===== src/rtl/inst_fetch_queue_pkg.sv =====
// fetch_pkg: shared types and constants for the instruction fetch queue
// Provides fetch_entry_t {pc, inst}, FETCH_DEPTH_DEFAULT, INST_NOP and align_pc().
package fetch_pkg;
  localparam int FETCH_DEPTH_DEFAULT = 4;
  localparam logic [31:0] INST_NOP = 32'h0000_0013;
  typedef struct packed {
    logic [31:0] pc;
    logic [31:0] inst;
  } fetch_entry_t;
  function automatic logic [31:0] align_pc(input logic [31:0] a);
    return {a[31:2], 2'b00};
  endfunction
endpackage


===== src/rtl/inst_fetch_queue_if.sv =====
// inst_fetch_queue_if: ROM, redirect and decode handshake bundle of the fetch stage
// master (fetch): drives rom_addr, inst_valid, inst_data, inst_pc, count;
// samples rom_data, redirect_valid, redirect_pc, inst_ready. slave is the mirror.
interface inst_fetch_queue_if import fetch_pkg::*; #(parameter int DEPTH = FETCH_DEPTH_DEFAULT);
  logic [31:0] rom_addr;
  logic [31:0] rom_data;
  logic redirect_valid;
  logic [31:0] redirect_pc;
  logic inst_valid;
  logic inst_ready;
  logic [31:0] inst_data;
  logic [31:0] inst_pc;
  logic [$clog2(DEPTH):0] count;
  modport master (
    output rom_addr, inst_valid, inst_data, inst_pc, count,
    input rom_data, redirect_valid, redirect_pc, inst_ready
  );
  modport slave (
    input rom_addr, inst_valid, inst_data, inst_pc, count,
    output rom_data, redirect_valid, redirect_pc, inst_ready
  );
endinterface


===== src/rtl/inst_fetch_queue_fifo.sv =====
// fetch_fifo: power-of-two FIFO of fetch_entry_t with synchronous flush
// Ports: clk, reset (async active-low), i_flush/i_push/i_pop, i_data in;
// o_head (entry at read pointer), o_full, o_empty, o_count out.
module fetch_fifo import fetch_pkg::*; #(
  parameter int DEPTH = FETCH_DEPTH_DEFAULT
) (
  input  logic                   clk,
  input  logic                   reset,
  input  logic                   i_flush,
  input  logic                   i_push,
  input  logic                   i_pop,
  input  fetch_entry_t           i_data,
  output fetch_entry_t           o_head,
  output logic                   o_full,
  output logic                   o_empty,
  output logic [$clog2(DEPTH):0] o_count
);
  localparam int AW = $clog2(DEPTH);
  fetch_entry_t r_mem [DEPTH];
  logic [AW-1:0] r_wptr;
  logic [AW-1:0] r_rptr;
  logic [AW:0] r_count;
  always_ff @(posedge clk or negedge reset) begin
    if (!reset) begin
      for (int i = 0; i < DEPTH; i++) r_mem[i] <= '0;
      r_wptr <= '0;
      r_rptr <= '0;
      r_count <= '0;
    end else if (i_flush) begin
      r_wptr <= '0;
      r_rptr <= '0;
      r_count <= '0;
    end else begin
      if (i_push) begin
        r_mem[r_wptr] <= i_data;
        r_wptr <= r_wptr + 1'b1;
      end
      if (i_pop) r_rptr <= r_rptr + 1'b1;
      r_count <= r_count + (AW+1)'(i_push) - (AW+1)'(i_pop);
    end
  end
  assign o_head = r_mem[r_rptr];
  assign o_full = r_count == (AW+1)'(DEPTH);
  assign o_empty = r_count == '0;
  assign o_count = r_count;
endmodule


===== src/rtl/inst_fetch_queue.sv =====
// inst_fetch_queue: PC-driven ROM fetch into a prefetch queue feeding decode, with redirect flush
// Ports: clk, reset (async active-low), bus (inst_fetch_queue_if.master).
// Optional macro FETCH_BYPASS_EN: an empty queue forwards rom_data/fetch_pc straight to decode.
module inst_fetch_queue import fetch_pkg::*; #(
  parameter int          DEPTH    = FETCH_DEPTH_DEFAULT,
  parameter logic [31:0] RESET_PC = 32'h0000_0000
) (
  input logic                clk,
  input logic                reset,
  inst_fetch_queue_if.master bus
);
  logic [31:0] r_fetch_pc;
  fetch_entry_t w_head;
  logic w_full;
  logic w_empty;
  logic w_byp;
  logic w_pop;
  logic w_push;
  logic w_adv;
  logic [$clog2(DEPTH):0] w_count;
`ifdef FETCH_BYPASS_EN
  assign w_byp = w_empty && !bus.redirect_valid;
`else
  assign w_byp = 1'b0;
`endif
  assign bus.inst_valid = !w_empty || w_byp;
  assign bus.inst_data = w_byp ? bus.rom_data : w_head.inst;
  assign bus.inst_pc = w_byp ? r_fetch_pc : w_head.pc;
  assign w_pop = bus.inst_valid && bus.inst_ready;
  // a bypassed word consumed by decode advances the PC without occupying a slot
  assign w_push = !bus.redirect_valid && (!w_full || w_pop) && !(w_byp && bus.inst_ready);
  assign w_adv = w_push || (w_byp && bus.inst_ready);
  always_ff @(posedge clk or negedge reset) begin
    if (!reset) r_fetch_pc <= RESET_PC;
    else if (bus.redirect_valid) r_fetch_pc <= align_pc(bus.redirect_pc);
    else if (w_adv) r_fetch_pc <= r_fetch_pc + 32'd4;
  end
  fetch_fifo #(.DEPTH(DEPTH)) u_fifo (
    .clk     (clk),
    .reset   (reset),
    .i_flush (bus.redirect_valid),
    .i_push  (w_push),
    .i_pop   (w_pop && !w_empty),
    .i_data  ({r_fetch_pc, bus.rom_data}),
    .o_head  (w_head),
    .o_full  (w_full),
    .o_empty (w_empty),
    .o_count (w_count)
  );
  assign bus.rom_addr = r_fetch_pc;
  assign bus.count = w_count;
endmodule


===== src/flat_wrapper.sv =====
// flat-port wrapper written by rule: the top's interface ports become plain ports
module inst_fetch_queue_flat import fetch_pkg::*;
#(
  parameter int          DEPTH    = FETCH_DEPTH_DEFAULT,
  parameter logic [31:0] RESET_PC = 32'h0000_0000
)
  (clk, reset, bus_rom_addr, bus_inst_valid, bus_inst_data, bus_inst_pc, bus_count, bus_rom_data, bus_redirect_valid, bus_redirect_pc, bus_inst_ready);
  inst_fetch_queue_if #(.DEPTH(DEPTH)) bus_i ();
  input logic clk;
  input logic reset;
  output wire logic [$bits(bus_i.rom_addr)-1:0] bus_rom_addr;
  output wire logic [$bits(bus_i.inst_valid)-1:0] bus_inst_valid;
  output wire logic [$bits(bus_i.inst_data)-1:0] bus_inst_data;
  output wire logic [$bits(bus_i.inst_pc)-1:0] bus_inst_pc;
  output wire logic [$bits(bus_i.count)-1:0] bus_count;
  input wire logic [$bits(bus_i.rom_data)-1:0] bus_rom_data;
  input wire logic [$bits(bus_i.redirect_valid)-1:0] bus_redirect_valid;
  input wire logic [$bits(bus_i.redirect_pc)-1:0] bus_redirect_pc;
  input wire logic [$bits(bus_i.inst_ready)-1:0] bus_inst_ready;
  assign bus_rom_addr = bus_i.rom_addr;
  assign bus_inst_valid = bus_i.inst_valid;
  assign bus_inst_data = bus_i.inst_data;
  assign bus_inst_pc = bus_i.inst_pc;
  assign bus_count = bus_i.count;
  assign bus_i.rom_data = bus_rom_data;
  assign bus_i.redirect_valid = bus_redirect_valid;
  assign bus_i.redirect_pc = bus_redirect_pc;
  assign bus_i.inst_ready = bus_inst_ready;
  inst_fetch_queue #(.DEPTH(DEPTH), .RESET_PC(RESET_PC)) u_core (.clk(clk), .reset(reset), .bus(bus_i));
endmodule

===== config.mk =====
export PLATFORM = sky130hd
export DESIGN_NAME = inst_fetch_queue_flat
export DESIGN_NICKNAME = d
export VERILOG_FILES = /design/src/rtl/inst_fetch_queue_pkg.sv /design/src/rtl/inst_fetch_queue_if.sv /design/src/rtl/inst_fetch_queue_fifo.sv /design/src/rtl/inst_fetch_queue.sv /design/src/flat_wrapper.sv
export SDC_FILE = /design/constraint.sdc
export NUM_CORES = 1
export LEC_CHECK = 0
export ABC_CLOCK_PERIOD_IN_PS = 6100
export BUFFER_PORTS_ARGS = -buffer_cell sky130_fd_sc_hd__buf_4
export CAP_MARGIN = 20
export CORE_MARGIN = 2
export CORE_UTILIZATION = 60
export CTS_BUF_LIST = sky130_fd_sc_hd__clkbuf_8
export DETAILED_ROUTE_END_ITERATION = 8
export PLACE_DENSITY = 0.82
export SYNTH_ARGS = -nofsm -noshare
export SYNTH_HDL_FRONTEND = slang
export SYNTH_SLANG_ARGS = --single-unit

===== constraint.sdc =====
create_clock -name clk -period 6.1 [get_ports clk]
set_input_delay 1.22 -clock clk [delete_from_list [all_inputs] [get_ports clk]]
set_output_delay 1.22 -clock clk [all_outputs]
set_load 0.02 [all_outputs]

==> metrics.txt, run 1 <==
# TYPE chip_impl_metric gauge
chip_impl_metric{name="post_route_cells_drive_above_1_share",unit=""} 0.520
chip_impl_metric{name="syn-cell-area",unit="µm²"} 12900
chip_impl_metric{name="routabilityCongestion",unit=""} 0.776
chip_impl_metric{name="final_setup_violations",unit=""} 0
chip_impl_metric{name="post-route-drc-count",unit=""} 0
chip_impl_metric{name="power.clock.fraction",unit=""} 0.208
chip_impl_metric{name="post_synth_fa_ha_maj_area_fraction",unit=""} 0.00837
chip_impl_metric{name="ioPinCount",unit=""} 168
chip_impl_metric{name="seq_power_share",unit=""} 0.420
chip_impl_metric{name="route.final.wire_length",unit="µm"} 27500
chip_impl_info{name="critical_path.endpoint_type",value="output port"} 1
chip_impl_metric{name="post_cts.resized_instances",unit=""} 0
chip_impl_metric{name="yosys.area_share.simple",unit=""} 0.0480
chip_impl_metric{name="switching_share",unit=""} 0.323
chip_impl_metric{name="timing.critical_path.required",unit="ps"} 4880
chip_impl_metric{name="syn_inst_count",unit=""} 860
chip_impl_metric{name="fin_tns_setup",unit="ps"} 0
chip_impl_metric{name="path_max_fanout",unit=""} 47
chip_impl_info{name="synthMostInstantiatedCell",value="sky130_fd_sc_hd__dfrtp_1"} 1
chip_impl_info{name="post-synth-top-area-cell",value="sky130_fd_sc_hd__dfrtp_1"} 1
chip_impl_metric{name="ys_seq_elements",unit=""} 285
chip_impl_metric{name="syn-mean-instance-area",unit="µm²"} 15.0
chip_impl_metric{name="combinationalPowerShare",unit=""} 0.372
chip_impl_metric{name="tightestPinTransition",unit="ps"} 1090
chip_impl_info{name="synth_top_family_by_area",value="multiplexers"} 1
chip_impl_info{name="clk_tree_root_cell",value="sky130_fd_sc_hd__clkbuf_8"} 1
chip_impl_info{name="cts_tree",value="yes"} 1
chip_impl_metric{name="die_h",unit="µm"} 150
chip_impl_info{name="setup.worst_path.start_class",value="flip-flop"} 1
chip_impl_metric{name="clkSlewWorstSetupHoldPaths",unit="ps"} 60
chip_impl_metric{name="io_buffer_count",unit=""} 161
chip_impl_metric{name="worstSkewPairLatency",unit="ps"} 570
chip_impl_metric{name="cts_buffers",unit=""} 48
chip_impl_info{name="rsz0062_at_grt",value="no"} 1
chip_impl_metric{name="filler_cell_count",unit=""} 1410
chip_impl_metric{name="drt-vias-per-instance",unit=""} 6.00
chip_impl_info{name="synth.area.top_cells",value="sky130_fd_sc_hd__dfrtp_1, sky130_fd_sc_hd__mux2_2, sky130_fd_sc_hd__mux4_2"} 1
chip_impl_metric{name="r2r_setup_slack",unit="ps"} 3310
chip_impl_metric{name="synthXorXnorAreaFrac",unit=""} 0.00817
chip_impl_metric{name="floorplan.initialDensity",unit=""} 0.612
chip_impl_metric{name="core.rowCount",unit=""} 53
chip_impl_metric{name="slew_headroom",unit=""} 0.272
chip_impl_metric{name="cts_hold_repair.buffers",unit=""} 0
chip_impl_metric{name="final_core_utilization",unit=""} 0.722
chip_impl_metric{name="timing.final.hold_violations",unit=""} 0
chip_impl_info{name="synth_flop_cell",value="sky130_fd_sc_hd__dfrtp_1"} 1
chip_impl_metric{name="routedWlPerCell",unit="µm"} 20.8
chip_impl_info{name="run_status",value="finished, final reports clean"} 1
chip_impl_metric{name="die_w",unit="µm"} 150
chip_impl_info{name="path_class",value="reg -> out"} 1
chip_impl_metric{name="finish.cell_count_without_fillers",unit=""} 1322
chip_impl_metric{name="routed-via-count",unit=""} 7931
chip_impl_metric{name="antenna_diode_count",unit=""} 0
chip_impl_metric{name="grt_antenna_before_repair",unit=""} 0
chip_impl_metric{name="grt_pass1_vias",unit=""} 8359
chip_impl_metric{name="power-per-cell-area",unit="nW/µm²"} 521
chip_impl_metric{name="dp_hpwl",unit="µm"} 16800
chip_impl_metric{name="drtAntennaViolNets",unit=""} 0
chip_impl_metric{name="cts.htree.levels",unit=""} 2
chip_impl_metric{name="area_growth",unit="%"} 18.1
chip_impl_metric{name="place_inst",unit=""} 1238
chip_impl_metric{name="dr.pass1.iters",unit=""} 5
chip_impl_metric{name="drt_iter0_markers",unit=""} 414
chip_impl_metric{name="cellLeakagePower",unit="nW"} 6.47
chip_impl_metric{name="post-synth-top-area-fraction",unit=""} 0.555
chip_impl_metric{name="tritoncts_num_sinks",unit=""} 285
chip_impl_metric{name="cap_viol_max_count",unit=""} 0
chip_impl_metric{name="yosys_warnings",unit=""} 0
chip_impl_metric{name="min_period_over_period",unit=""} 0.681
chip_impl_metric{name="overflow",unit=""} 0
chip_impl_metric{name="finalMaxSlewViolations",unit=""} 0
chip_impl_metric{name="maxClockFrequency",unit="MHz"} 241
chip_impl_metric{name="grt_first_pass_wirelength",unit="µm"} 44500
chip_impl_metric{name="p_int",unit="mW"} 5.35
chip_impl_metric{name="total_switching_power",unit="mW"} 2.55
chip_impl_metric{name="postCtsSetupBuffers",unit=""} 0
chip_impl_metric{name="clock-skew-final",unit="ps"} 26.5
chip_impl_metric{name="final.min_clock_period",unit="ps"} 4150
chip_impl_metric{name="design.final.nets",unit=""} 1089
chip_impl_metric{name="synth.yosys.seq_area_share",unit=""} 0.555
chip_impl_info{name="min-delay-path-class",value="reg -> reg"} 1
chip_impl_metric{name="synth_edf_count",unit=""} 0
chip_impl_metric{name="max-vdd-ir-drop",unit="V"} 0.000279
chip_impl_metric{name="synthDistinctLibCells",unit=""} 41
chip_impl_metric{name="die_area",unit="µm²"} 22600
chip_impl_metric{name="synth_mux_area_frac",unit=""} 0.327
chip_impl_metric{name="clock_path_buffers",unit=""} 3
chip_impl_metric{name="crit_arrival",unit="ps"} 2930
chip_impl_metric{name="largest_net_degree_at_the_start_of_global_routing",unit=""} 160
chip_impl_metric{name="track_usage",unit=""} 0.253
chip_impl_metric{name="core_area",unit="µm²"} 21000
chip_impl_metric{name="synth_compound_gate_area_share",unit=""} 0.0253
chip_impl_metric{name="synth-async-reset-ratio",unit=""} 1.00
chip_impl_info{name="synth.top_cells.by_count",value="sky130_fd_sc_hd__dfrtp_1, sky130_fd_sc_hd__mux2_2, sky130_fd_sc_hd__mux4_2"} 1
==> final timing paths <==
check | start | endpoint | depth (start not counted)
min in group asynchronous | reset | u_core.u_fifo.r_mem[67] | 1
max | u_core.u_fifo.r_rptr[0] | bus_inst_data[1] | 3
min | u_core.u_fifo.r_mem[110] | u_core.u_fifo.r_mem[110] | 1
min reg2reg | u_core.u_fifo.r_mem[110] | u_core.u_fifo.r_mem[110] | 1
max reg2reg | u_core.u_fifo.o_count[1] | u_core.u_fifo.r_mem[140] | 4
max in group asynchronous | reset | u_core.u_fifo.r_rptr[0] | 2
==> kinds of logic (layout without fill, tap and decap cells) <==
| group | count (synthesis) | after routing |
|---|---|---|
| buffers and inverters | 80 | 264 |
| adders and majority gates | 8 | 8 |
| DFF | 285 | 285 |
| other | 1 | 4 |
| and+or+nand+nor | 113 | 113 |
| xor gates and xnor gates | 12 | 12 |
| AOI/OAI and AO/OA | 50 | 50 |
| muxes | 311 | 311 |
==> placed cells by master, fill, tap and decap left out, types with 3 or more instances in the layout <==
cell type and instances:
sky130_fd_sc_hd__buf_4 167, sky130_fd_sc_hd__and3_2 4, sky130_fd_sc_hd__clkinv_2 5, sky130_fd_sc_hd__ha_1 7, sky130_fd_sc_hd__mux2_1 15, sky130_fd_sc_hd__dfrtp_1 283, sky130_fd_sc_hd__o21ai_0 14, sky130_fd_sc_hd__mux4_2 62
sky130_fd_sc_hd__buf_12 3, sky130_fd_sc_hd__xnor2_1 7, sky130_fd_sc_hd__or3_1 6, sky130_fd_sc_hd__mux2_2 233, sky130_fd_sc_hd__a31oi_1 15, sky130_fd_sc_hd__nor2_1 24, sky130_fd_sc_hd__or4b_1 4, sky130_fd_sc_hd__nand3_1 6
sky130_fd_sc_hd__conb_1 4, sky130_fd_sc_hd__nor3_1 4, sky130_fd_sc_hd__nand4_1 10, sky130_fd_sc_hd__or4_1 13, sky130_fd_sc_hd__inv_1 23, sky130_fd_sc_hd__and3_1 3, sky130_fd_sc_hd__nand2_1 27, sky130_fd_sc_hd__xor2_1 5
sky130_fd_sc_hd__o31ai_1 10, sky130_fd_sc_hd__clkbuf_8 62, sky130_fd_sc_hd__o31a_1 4
==> cell type report <==
class | instances | area, µm² | area share
Sequential cell | 285 | 7140 | 0.470
Multi-Input combinational cell | 498 | 5380 | 0.354
Timing Repair Buffer | 171 | 1330 | 0.0875
Clock buffer | 62 | 853 | 0.0562
Tap cell | 275 | 344 | 0.0227
Clock inverter | 22 | 101 | 0.00668
Inverter | 9 | 33.8 | 0.00223
==> power by group through the flow <==
| stage | registers, mW | clock network [mW] | logic, mW |
|---|---|---|---|
| 3_5_place_dp | 3.34 | 0 | 2.96 |
| 5_1_grt | 3.44 | 1.77 | 3.13 |
| 2_1_floorplan | 3.10 | 0 | 2.13 |
| 3_3_place_gp | 3.29 | 0 | 2.88 |
| 6_report | 3.31 | 1.65 | 2.94 |
| 4_1_cts | 3.32 | 1.68 | 2.98 |
==> critical path: stages, from the launching register on <==
cell,delay (ps)
sky130_fd_sc_hd__dfrtp_4,1100
sky130_fd_sc_hd__buf_4,490
sky130_fd_sc_hd__mux4_2,590
sky130_fd_sc_hd__buf_4,180
==> per-stage QoR <==
step	total power, mW	setup WS [ps]	instance area (µm²)	hold WS (ps)
floorplan	5.23	3020	12900	452
global placement	6.17	2450	14200	462
detailed placement	6.30	2450	14200	469
CTS	7.98	1830	15200	482
global route	8.34	1730	15200	502
finish	7.90	1950	15200	478
==> sequential cells by signal, summed over array words and instances (netlist names) <==
signal                 count
u_core.u_fifo.o_count      3
u_core.bus.rom_addr       30
u_core.u_fifo.r_wptr       2
u_core.u_fifo.r_rptr       2
u_core.u_fifo.r_mem      248
==> metal layers <==
| metal | GRT usage | share of wire | up-vias |
|---|---|---|---|
| met5 | 0 | 0 | - |
| met4 | 0.0797 | 0.021 | 0 |
| met3 | 0.0603 | 0.065 | 44 |
| met2 | 0.406 | 0.49 | 238 |
| met1 | 0.348 | 0.42 | 4165 |
| li1 | - | - | 3484 |
Note: power is estimated with default switching activity, not from simulation.
==> run 2, diff against run 1 <==
--- a/config.mk
+++ b/config.mk
@@ -5,14 +5,14 @@
 export SDC_FILE = /design/constraint.sdc
 export NUM_CORES = 1
 export LEC_CHECK = 0
-export ABC_CLOCK_PERIOD_IN_PS = 6100
+export ABC_CLOCK_PERIOD_IN_PS = 3800
 export BUFFER_PORTS_ARGS = -buffer_cell sky130_fd_sc_hd__buf_4
 export CAP_MARGIN = 20
 export CORE_MARGIN = 2
-export CORE_UTILIZATION = 60
+export CORE_UTILIZATION = 54
 export CTS_BUF_LIST = sky130_fd_sc_hd__clkbuf_8
 export DETAILED_ROUTE_END_ITERATION = 8
-export PLACE_DENSITY = 0.82
+export PLACE_DENSITY = 0.78
 export SYNTH_ARGS = -nofsm -noshare
 export SYNTH_HDL_FRONTEND = slang
 export SYNTH_SLANG_ARGS = --single-unit
==> constraint.sdc (replaced) <==
create_clock -name clk -period 3.8 [get_ports clk]
set_input_delay 0.76 -clock clk [delete_from_list [all_inputs] [get_ports clk]]
set_output_delay 0.76 -clock clk [all_outputs]
set_load 0.02 [all_outputs]
==> metrics.txt, run 2 (synthesis results as in run 1) <==
# TYPE chip_impl_metric gauge
chip_impl_metric{name="die_area",unit="µm²"} 25100
chip_impl_info{name="worstReg2RegStart",value="u_core.bus.rom_addr[10]"} 1
chip_impl_metric{name="dp_hpwl",unit="µm"} 16700
chip_impl_metric{name="routedWlPerCell",unit="µm"} 19.5
chip_impl_metric{name="clock_path_buffers",unit=""} 3
chip_impl_metric{name="worst_path_largest_cell_delay",unit="ps"} 790
chip_impl_metric{name="drt_iter0_markers",unit=""} 521
chip_impl_info{name="crit_path_top_delay_cell",value="sky130_fd_sc_hd__dfrtp_4"} 1
chip_impl_metric{name="power-per-cell-area",unit="nW/µm²"} 823
chip_impl_metric{name="cts_buffers",unit=""} 46
chip_impl_metric{name="post_route_cells_drive_above_1_share",unit=""} 0.513
chip_impl_info{name="kind_of_cell_adding_the_most_delay_to_the_critical_path",value="flip-flops"} 1
chip_impl_metric{name="largest_net_degree_at_the_start_of_global_routing",unit=""} 96
chip_impl_metric{name="pnr_total_power",unit="mW"} 12.5
chip_impl_metric{name="drt-vias-per-instance",unit=""} 5.73
chip_impl_metric{name="tightestPinTransition",unit="ps"} 938
chip_impl_info{name="registers.top_by_ff_count",value="u_core.u_fifo.r_mem"} 1
chip_impl_metric{name="timing.final.hold_violations",unit=""} 0
chip_impl_metric{name="dr.pass1.iters",unit=""} 7
chip_impl_metric{name="final_setup_violations",unit=""} 0
chip_impl_metric{name="route.final.wire_length",unit="µm"} 26700
chip_impl_metric{name="r2r_setup_slack",unit="ps"} 1110
chip_impl_metric{name="routabilityCongestion",unit=""} 0.727
chip_impl_info{name="worstPathCellList",value="buf_12 > mux4_2 > buf_4"} 1
chip_impl_metric{name="grt_antenna_before_repair",unit=""} 0
chip_impl_info{name="clk_tree_root_cell",value="sky130_fd_sc_hd__clkbuf_8"} 1
chip_impl_metric{name="ioPinCount",unit=""} 168
chip_impl_metric{name="maxClockFrequency",unit="MHz"} 311
chip_impl_metric{name="fin_tns_setup",unit="ps"} 0
chip_impl_metric{name="post_cts.resized_instances",unit=""} 0
chip_impl_metric{name="cts.htree.levels",unit=""} 2
chip_impl_info{name="min-delay-path-class",value="in -> async"} 1
chip_impl_metric{name="finalMaxSlewViolations",unit=""} 0
chip_impl_metric{name="io_buffer_count",unit=""} 161
chip_impl_metric{name="die_w",unit="µm"} 158
chip_impl_metric{name="core.rowCount",unit=""} 56
chip_impl_metric{name="largest_register_ff_count",unit=""} 248
chip_impl_metric{name="track_usage",unit=""} 0.221
chip_impl_metric{name="path_max_fanout",unit=""} 32
chip_impl_metric{name="path_depth",unit=""} 3
chip_impl_info{name="critical_path.endpoint_type",value="output port"} 1
chip_impl_metric{name="design.final.nets",unit=""} 1091
chip_impl_metric{name="antenna_diode_count",unit=""} 0
chip_impl_metric{name="cap_viol_max_count",unit=""} 0
chip_impl_info{name="most_common_cell_after_layout_fill_and_taps_aside",value="sky130_fd_sc_hd__dfrtp_1"} 1
chip_impl_metric{name="clock-skew-final",unit="ps"} 29.8
chip_impl_metric{name="routed-via-count",unit=""} 7829
chip_impl_metric{name="floorplan.initialDensity",unit=""} 0.549
chip_impl_info{name="rsz0062_at_grt",value="no"} 1
chip_impl_metric{name="core_area",unit="µm²"} 23400
chip_impl_metric{name="cts_hold_repair.buffers",unit=""} 0
chip_impl_metric{name="drtAntennaViolNets",unit=""} 0
chip_impl_info{name="crit_start",value="u_core.u_fifo.r_rptr[0]"} 1
chip_impl_info{name="cts_tree",value="yes"} 1
chip_impl_info{name="run_status",value="finished, final reports clean"} 1
chip_impl_metric{name="grt_pass1_vias",unit=""} 8185
chip_impl_metric{name="overflow",unit=""} 0
chip_impl_metric{name="r2r_cells",unit=""} 4
chip_impl_metric{name="crit_arrival",unit="ps"} 2450
chip_impl_info{name="rr_endpoint",value="u_core.bus.rom_addr[31]"} 1
chip_impl_metric{name="postCtsSetupBuffers",unit=""} 0
chip_impl_info{name="mostFrequentLayoutCells",value="sky130_fd_sc_hd__dfrtp_1, sky130_fd_sc_hd__mux2_2, sky130_fd_sc_hd__buf_4"} 1
chip_impl_metric{name="final.min_clock_period",unit="ps"} 3210
chip_impl_info{name="setup.worst_path.start_class",value="flip-flop"} 1
chip_impl_metric{name="filler_cell_count",unit=""} 1768
chip_impl_metric{name="grt_first_pass_wirelength",unit="µm"} 43000
chip_impl_metric{name="clkSlewWorstSetupHoldPaths",unit="ps"} 60
chip_impl_metric{name="cellLeakagePower",unit="nW"} 6.49
chip_impl_metric{name="slew_headroom",unit=""} 0.375
chip_impl_metric{name="worstSkewPairLatency",unit="ps"} 560
chip_impl_metric{name="tritoncts_num_sinks",unit=""} 285
chip_impl_metric{name="die_h",unit="µm"} 158
chip_impl_metric{name="post-route-drc-count",unit=""} 0
chip_impl_metric{name="worst-path-buf-inv",unit=""} 2
chip_impl_metric{name="max-vdd-ir-drop",unit="V"} 0.000468
chip_impl_metric{name="min_period_over_period",unit=""} 0.845
chip_impl_info{name="path_class",value="reg -> out"} 1
chip_impl_metric{name="timing.critical_path.required",unit="ps"} 3040
chip_impl_metric{name="area_growth",unit="%"} 18.6
==> run 2: cell types whose count changed in the layout (fill, tap and decap cells not counted), sizes merged <==
cell	delta
clkbuf	-3
clkinvlp	-1
buf	+4
inv	+6
clkinv	-6
==> run 2: stage by stage <==
stage	std cells	worst slack, ps	hold WS [ps]	utilization	instance area [µm²]
after global placement	1286	832	464	0.613	14400
after floorplan	863	1180	452	-	12900
after global routing	1366	446	271	0.652	15200
final	1366	588	218	0.652	15200
after CTS	1366	503	230	0.652	15200
after detailed placement	1286	791	473	0.613	14400
==> run 2: area by class of cell <==
| cell class | instances | area [µm²] | area share |
|---|---|---|---|
| flip-flops and latches | 285 | 7140 | 0.468 |
| multi-input cells | 498 | 5370 | 0.352 |
| repair buffers | 175 | 1410 | 0.0924 |
| clock buffers | 59 | 812 | 0.0533 |
| well taps | 319 | 399 | 0.0262 |
| clock inverters | 21 | 82.6 | 0.00542 |
| inverters | 9 | 33.8 | 0.00222 |
==> run 2: worst max-delay path by stage <==
| stage | end | slack [ps] |
|---|---|---|
| 3_5_place_dp | u_core.u_fifo.r_mem[46] | 790 |
| 5_1_grt | bus_inst_data[0] | 450 |
| 3_3_place_gp | u_core.u_fifo.r_mem[46] | 830 |
| 4_1_cts | bus_inst_data[0] | 500 |
| 6_report | bus_inst_data[0] | 590 |
| 2_1_floorplan | bus_inst_data[23] | 1180 |
==> run 2: per-layer routing <==
layer  vias to the layer above  global-route usage  share of wire
li1                       3500                   -              -
met1                      4046               0.314           0.45
met2                       233               0.347           0.47
met3                        50              0.0425          0.058
met4                         0              0.0721          0.020
met5                         -                   0              0
==> run 2: worst register-to-register path: cells and delay by family, from the launching register on <==
kind / cells / cell delay (ps)
AO/OA/AOI/OAI: 1 / 170
flip-flops: 1 / 530
AND/OR/NAND/NOR: 3 / 1920
==> run 2: report_power, final <==
| part | total [mW] | internal (mW) | leakage, nW | switching, mW |
|---|---|---|---|---|
| sequential | 5.23 | 4.42 | 3.39 | 0.806 |
| combinational | 4.80 | 2.74 | 2.57 | 2.06 |
| clock | 2.53 | 1.38 | 0.531 | 1.15 |
| total | 12.5 | 8.54 | 6.49 | 4.01 |
==> run 3, diff against run 2 <==
--- a/config.mk
+++ b/config.mk
@@ -5,7 +5,7 @@
 export SDC_FILE = /design/constraint.sdc
 export NUM_CORES = 1
 export LEC_CHECK = 0
-export ABC_CLOCK_PERIOD_IN_PS = 3800
+export ABC_CLOCK_PERIOD_IN_PS = 2600
 export BUFFER_PORTS_ARGS = -buffer_cell sky130_fd_sc_hd__buf_4
 export CAP_MARGIN = 20
 export CORE_MARGIN = 2
==> constraint.sdc (replaced) <==
create_clock -name clk -period 2.6 [get_ports clk]
set_input_delay 0.52 -clock clk [delete_from_list [all_inputs] [get_ports clk]]
set_output_delay 0.52 -clock clk [all_outputs]
set_load 0.02 [all_outputs]
==> metrics.txt, run 3 (synthesis results as in run 1) <==
# TYPE chip_impl_metric gauge
chip_impl_metric{name="grt_pass1_vias",unit=""} 8443
chip_impl_metric{name="tightestPinTransition",unit="ps"} 590
chip_impl_metric{name="timing.final.hold_violations",unit=""} 0
chip_impl_metric{name="finish.cell_count_without_fillers",unit=""} 1400
chip_impl_info{name="registers.top_by_ff_count",value="u_core.u_fifo.r_mem"} 1
chip_impl_metric{name="cts.htree.levels",unit=""} 2
chip_impl_metric{name="largest_net_degree_at_the_start_of_global_routing",unit=""} 78
chip_impl_metric{name="clock-skew-final",unit="ps"} 22.7
chip_impl_metric{name="post-route-drc-count",unit=""} 0
chip_impl_metric{name="routed-via-count",unit=""} 8022
chip_impl_metric{name="drt-vias-per-instance",unit=""} 5.73
chip_impl_metric{name="track_usage",unit=""} 0.228
chip_impl_metric{name="path_max_fanout",unit=""} 7
chip_impl_metric{name="worstSkewPairLatency",unit="ps"} 550
chip_impl_metric{name="die_w",unit="µm"} 158
chip_impl_metric{name="largest_register_ff_count",unit=""} 248
chip_impl_metric{name="floorplan.initialDensity",unit=""} 0.549
chip_impl_metric{name="r2r_cells",unit=""} 5
chip_impl_metric{name="clock_path_buffers",unit=""} 3
chip_impl_metric{name="area_growth",unit="%"} 22.1
chip_impl_metric{name="overflow",unit=""} 0
chip_impl_info{name="critical_path.endpoint_type",value="output port"} 1
chip_impl_metric{name="antenna_diode_count",unit=""} 0
chip_impl_metric{name="maxClockFrequency",unit="MHz"} 394
chip_impl_metric{name="core.rowCount",unit=""} 56
chip_impl_metric{name="slew_headroom",unit=""} 0.607
chip_impl_metric{name="final.min_clock_period",unit="ps"} 2540
chip_impl_metric{name="io_buffer_count",unit=""} 161
chip_impl_metric{name="dr.pass1.iters",unit=""} 4
chip_impl_metric{name="post_route_cells_drive_above_1_share",unit=""} 0.528
chip_impl_metric{name="tritoncts_num_sinks",unit=""} 285
chip_impl_metric{name="placement.cell_area",unit="µm²"} 14600
chip_impl_metric{name="grt_antenna_before_repair",unit=""} 0
chip_impl_metric{name="final_core_utilization",unit=""} 0.671
chip_impl_metric{name="max-vdd-ir-drop",unit="V"} 0.000651
chip_impl_metric{name="pnr_total_power",unit="mW"} 18.9
chip_impl_metric{name="dp_hpwl",unit="µm"} 17400
chip_impl_metric{name="finalMaxSlewViolations",unit=""} 0
chip_impl_info{name="crit_path_top_delay_cell",value="sky130_fd_sc_hd__mux4_2"} 1
chip_impl_info{name="rsz0062_at_grt",value="no"} 1
chip_impl_info{name="worstPathCellList",value="buf_12 > buf_16 > mux4_2 > buf_4"} 1
chip_impl_metric{name="core_area",unit="µm²"} 23400
chip_impl_metric{name="cap_viol_max_count",unit=""} 0
chip_impl_info{name="cts_tree",value="yes"} 1
chip_impl_metric{name="crit_arrival",unit="ps"} 2020
chip_impl_info{name="clk_tree_root_cell",value="sky130_fd_sc_hd__clkbuf_8"} 1
chip_impl_metric{name="drtAntennaViolNets",unit=""} 0
chip_impl_metric{name="filler_cell_count",unit=""} 1719
chip_impl_metric{name="routedWlPerCell",unit="µm"} 20.3
chip_impl_info{name="mostFrequentLayoutCells",value="sky130_fd_sc_hd__dfrtp_1, sky130_fd_sc_hd__mux2_2, sky130_fd_sc_hd__buf_4"} 1
chip_impl_metric{name="ioPinCount",unit=""} 168
chip_impl_metric{name="final_setup_violations",unit=""} 0
chip_impl_info{name="path_class",value="reg -> out"} 1
chip_impl_metric{name="grt_first_pass_wirelength",unit="µm"} 44400
chip_impl_metric{name="worst_path_largest_cell_delay",unit="ps"} 550
chip_impl_info{name="run_status",value="finished, final reports clean"} 1
chip_impl_metric{name="timing.critical_path.required",unit="ps"} 2080
chip_impl_metric{name="die_area",unit="µm²"} 25100
chip_impl_metric{name="die_h",unit="µm"} 158
chip_impl_metric{name="clkSlewWorstSetupHoldPaths",unit="ps"} 60
chip_impl_metric{name="whs_path_depth",unit=""} 2
chip_impl_metric{name="design.final.nets",unit=""} 1123
chip_impl_metric{name="min_period_over_period",unit=""} 0.977
chip_impl_metric{name="route.final.wire_length",unit="µm"} 28500
chip_impl_metric{name="power-per-cell-area",unit="nW/µm²"} 1200
chip_impl_metric{name="cts_buffers",unit=""} 47
chip_impl_metric{name="cellLeakagePower",unit="nW"} 6.72
chip_impl_info{name="setup.worst_path.start_class",value="flip-flop"} 1
chip_impl_metric{name="postLayoutCellArea",unit="µm²"} 15700
chip_impl_metric{name="place_inst",unit=""} 1306
chip_impl_metric{name="whs",unit="ps"} 174
chip_impl_metric{name="routabilityCongestion",unit=""} 0.745
chip_impl_metric{name="drt_iter0_markers",unit=""} 421
chip_impl_info{name="most_common_cell_after_layout_fill_and_taps_aside",value="sky130_fd_sc_hd__dfrtp_1"} 1
chip_impl_info{name="min-delay-path-class",value="in -> reg"} 1
==> run 3: cell types whose count changed in the layout (fill, tap and decap cells not counted) <==
| cell | previous run | this run |
|---|---|---|
| sky130_fd_sc_hd__buf_12 | 7 | 10 |
| sky130_fd_sc_hd__clkinvlp_4 | 1 | 0 |
| sky130_fd_sc_hd__dlygate4sd3_1 | 0 | 1 |
| sky130_fd_sc_hd__inv_1 | 29 | 28 |
| sky130_fd_sc_hd__clkinv_2 | 0 | 2 |
| sky130_fd_sc_hd__buf_6 | 0 | 4 |
| sky130_fd_sc_hd__clkbuf_8 | 59 | 62 |
| sky130_fd_sc_hd__buf_8 | 1 | 2 |
| sky130_fd_sc_hd__buf_16 | 0 | 2 |
| sky130_fd_sc_hd__clkbuf_16 | 0 | 4 |
| sky130_fd_sc_hd__buf_4 | 167 | 183 |
==> run 3: power by group <==
group,switching [mW],internal (mW)
logic,3.27,4.28
clock network,1.68,2.11
registers,1.06,6.46
total,6.02,12.9
==> run 3: per-layer routing <==
metal	global-route usage	share of wire	wire length (µm)	vias up
met5	0	0	0	-
met4	0.0648	0.020	558	0
met3	0.0501	0.060	1710	51
met2	0.361	0.47	13300	217
met1	0.322	0.45	12900	4181
li1	-	-	-	3573
==> run 3: final timing paths <==
| check | from | endpoint | slack, ps |
|---|---|---|---|
| worst max register to register | u_core.u_fifo.o_count[2] | u_core.bus.rom_addr[31] | 180 |
| max in group asynchronous | reset | u_core.u_fifo.r_mem[122] | 1320 |
| min in group asynchronous | reset | u_core.u_fifo.r_mem[199] | 570 |
| worst min-delay path | bus_redirect_valid | u_core.u_fifo.r_rptr[0] | 170 |
| worst min register to register | u_core.u_fifo.r_mem[106] | u_core.u_fifo.r_mem[106] | 480 |
| worst max-delay path | u_core.u_fifo.r_rptr[0] | bus_inst_pc[14] | 60 |
==> run 3: stage by stage <==
step | setup slack, ps | TNS [ps]
after floorplan | 218 | 0
after global placement | 186 | 0
after detailed placement | 139 | 0
after CTS | -4.84 | -6.92
after global routing | 7.09 | 0
final | 60.7 | 0
==> run 3: what timing repair did <==
action	CTS	global route
gates resized for setup	0	6
setup endpoints to repair	54	35
pin swaps	0	0
hold endpoints to repair	71	0
hold buffers	1	0
gates cloned	0	6
buffers inserted	1	3
==> run 3: layout make-up <==
cell class	instances	area, µm²	area share
Clock buffer	62	853	0.0544
Clock inverter	21	81.3	0.00518
Multi-Input combinational cell	498	5370	0.342
Inverter	9	33.8	0.00215
Tap cell	319	399	0.0254
Sequential cell	285	7140	0.455
Timing Repair Buffer	206	1810	0.116
==> run 3: critical path, delay by kind of cell (launching register included) <==
| family | cells | cell delay (ps) |
|---|---|---|
| flip-flops | 1 | 440 |
| buffers and inverters | 3 | 480 |
| multiplexers | 1 | 550 |
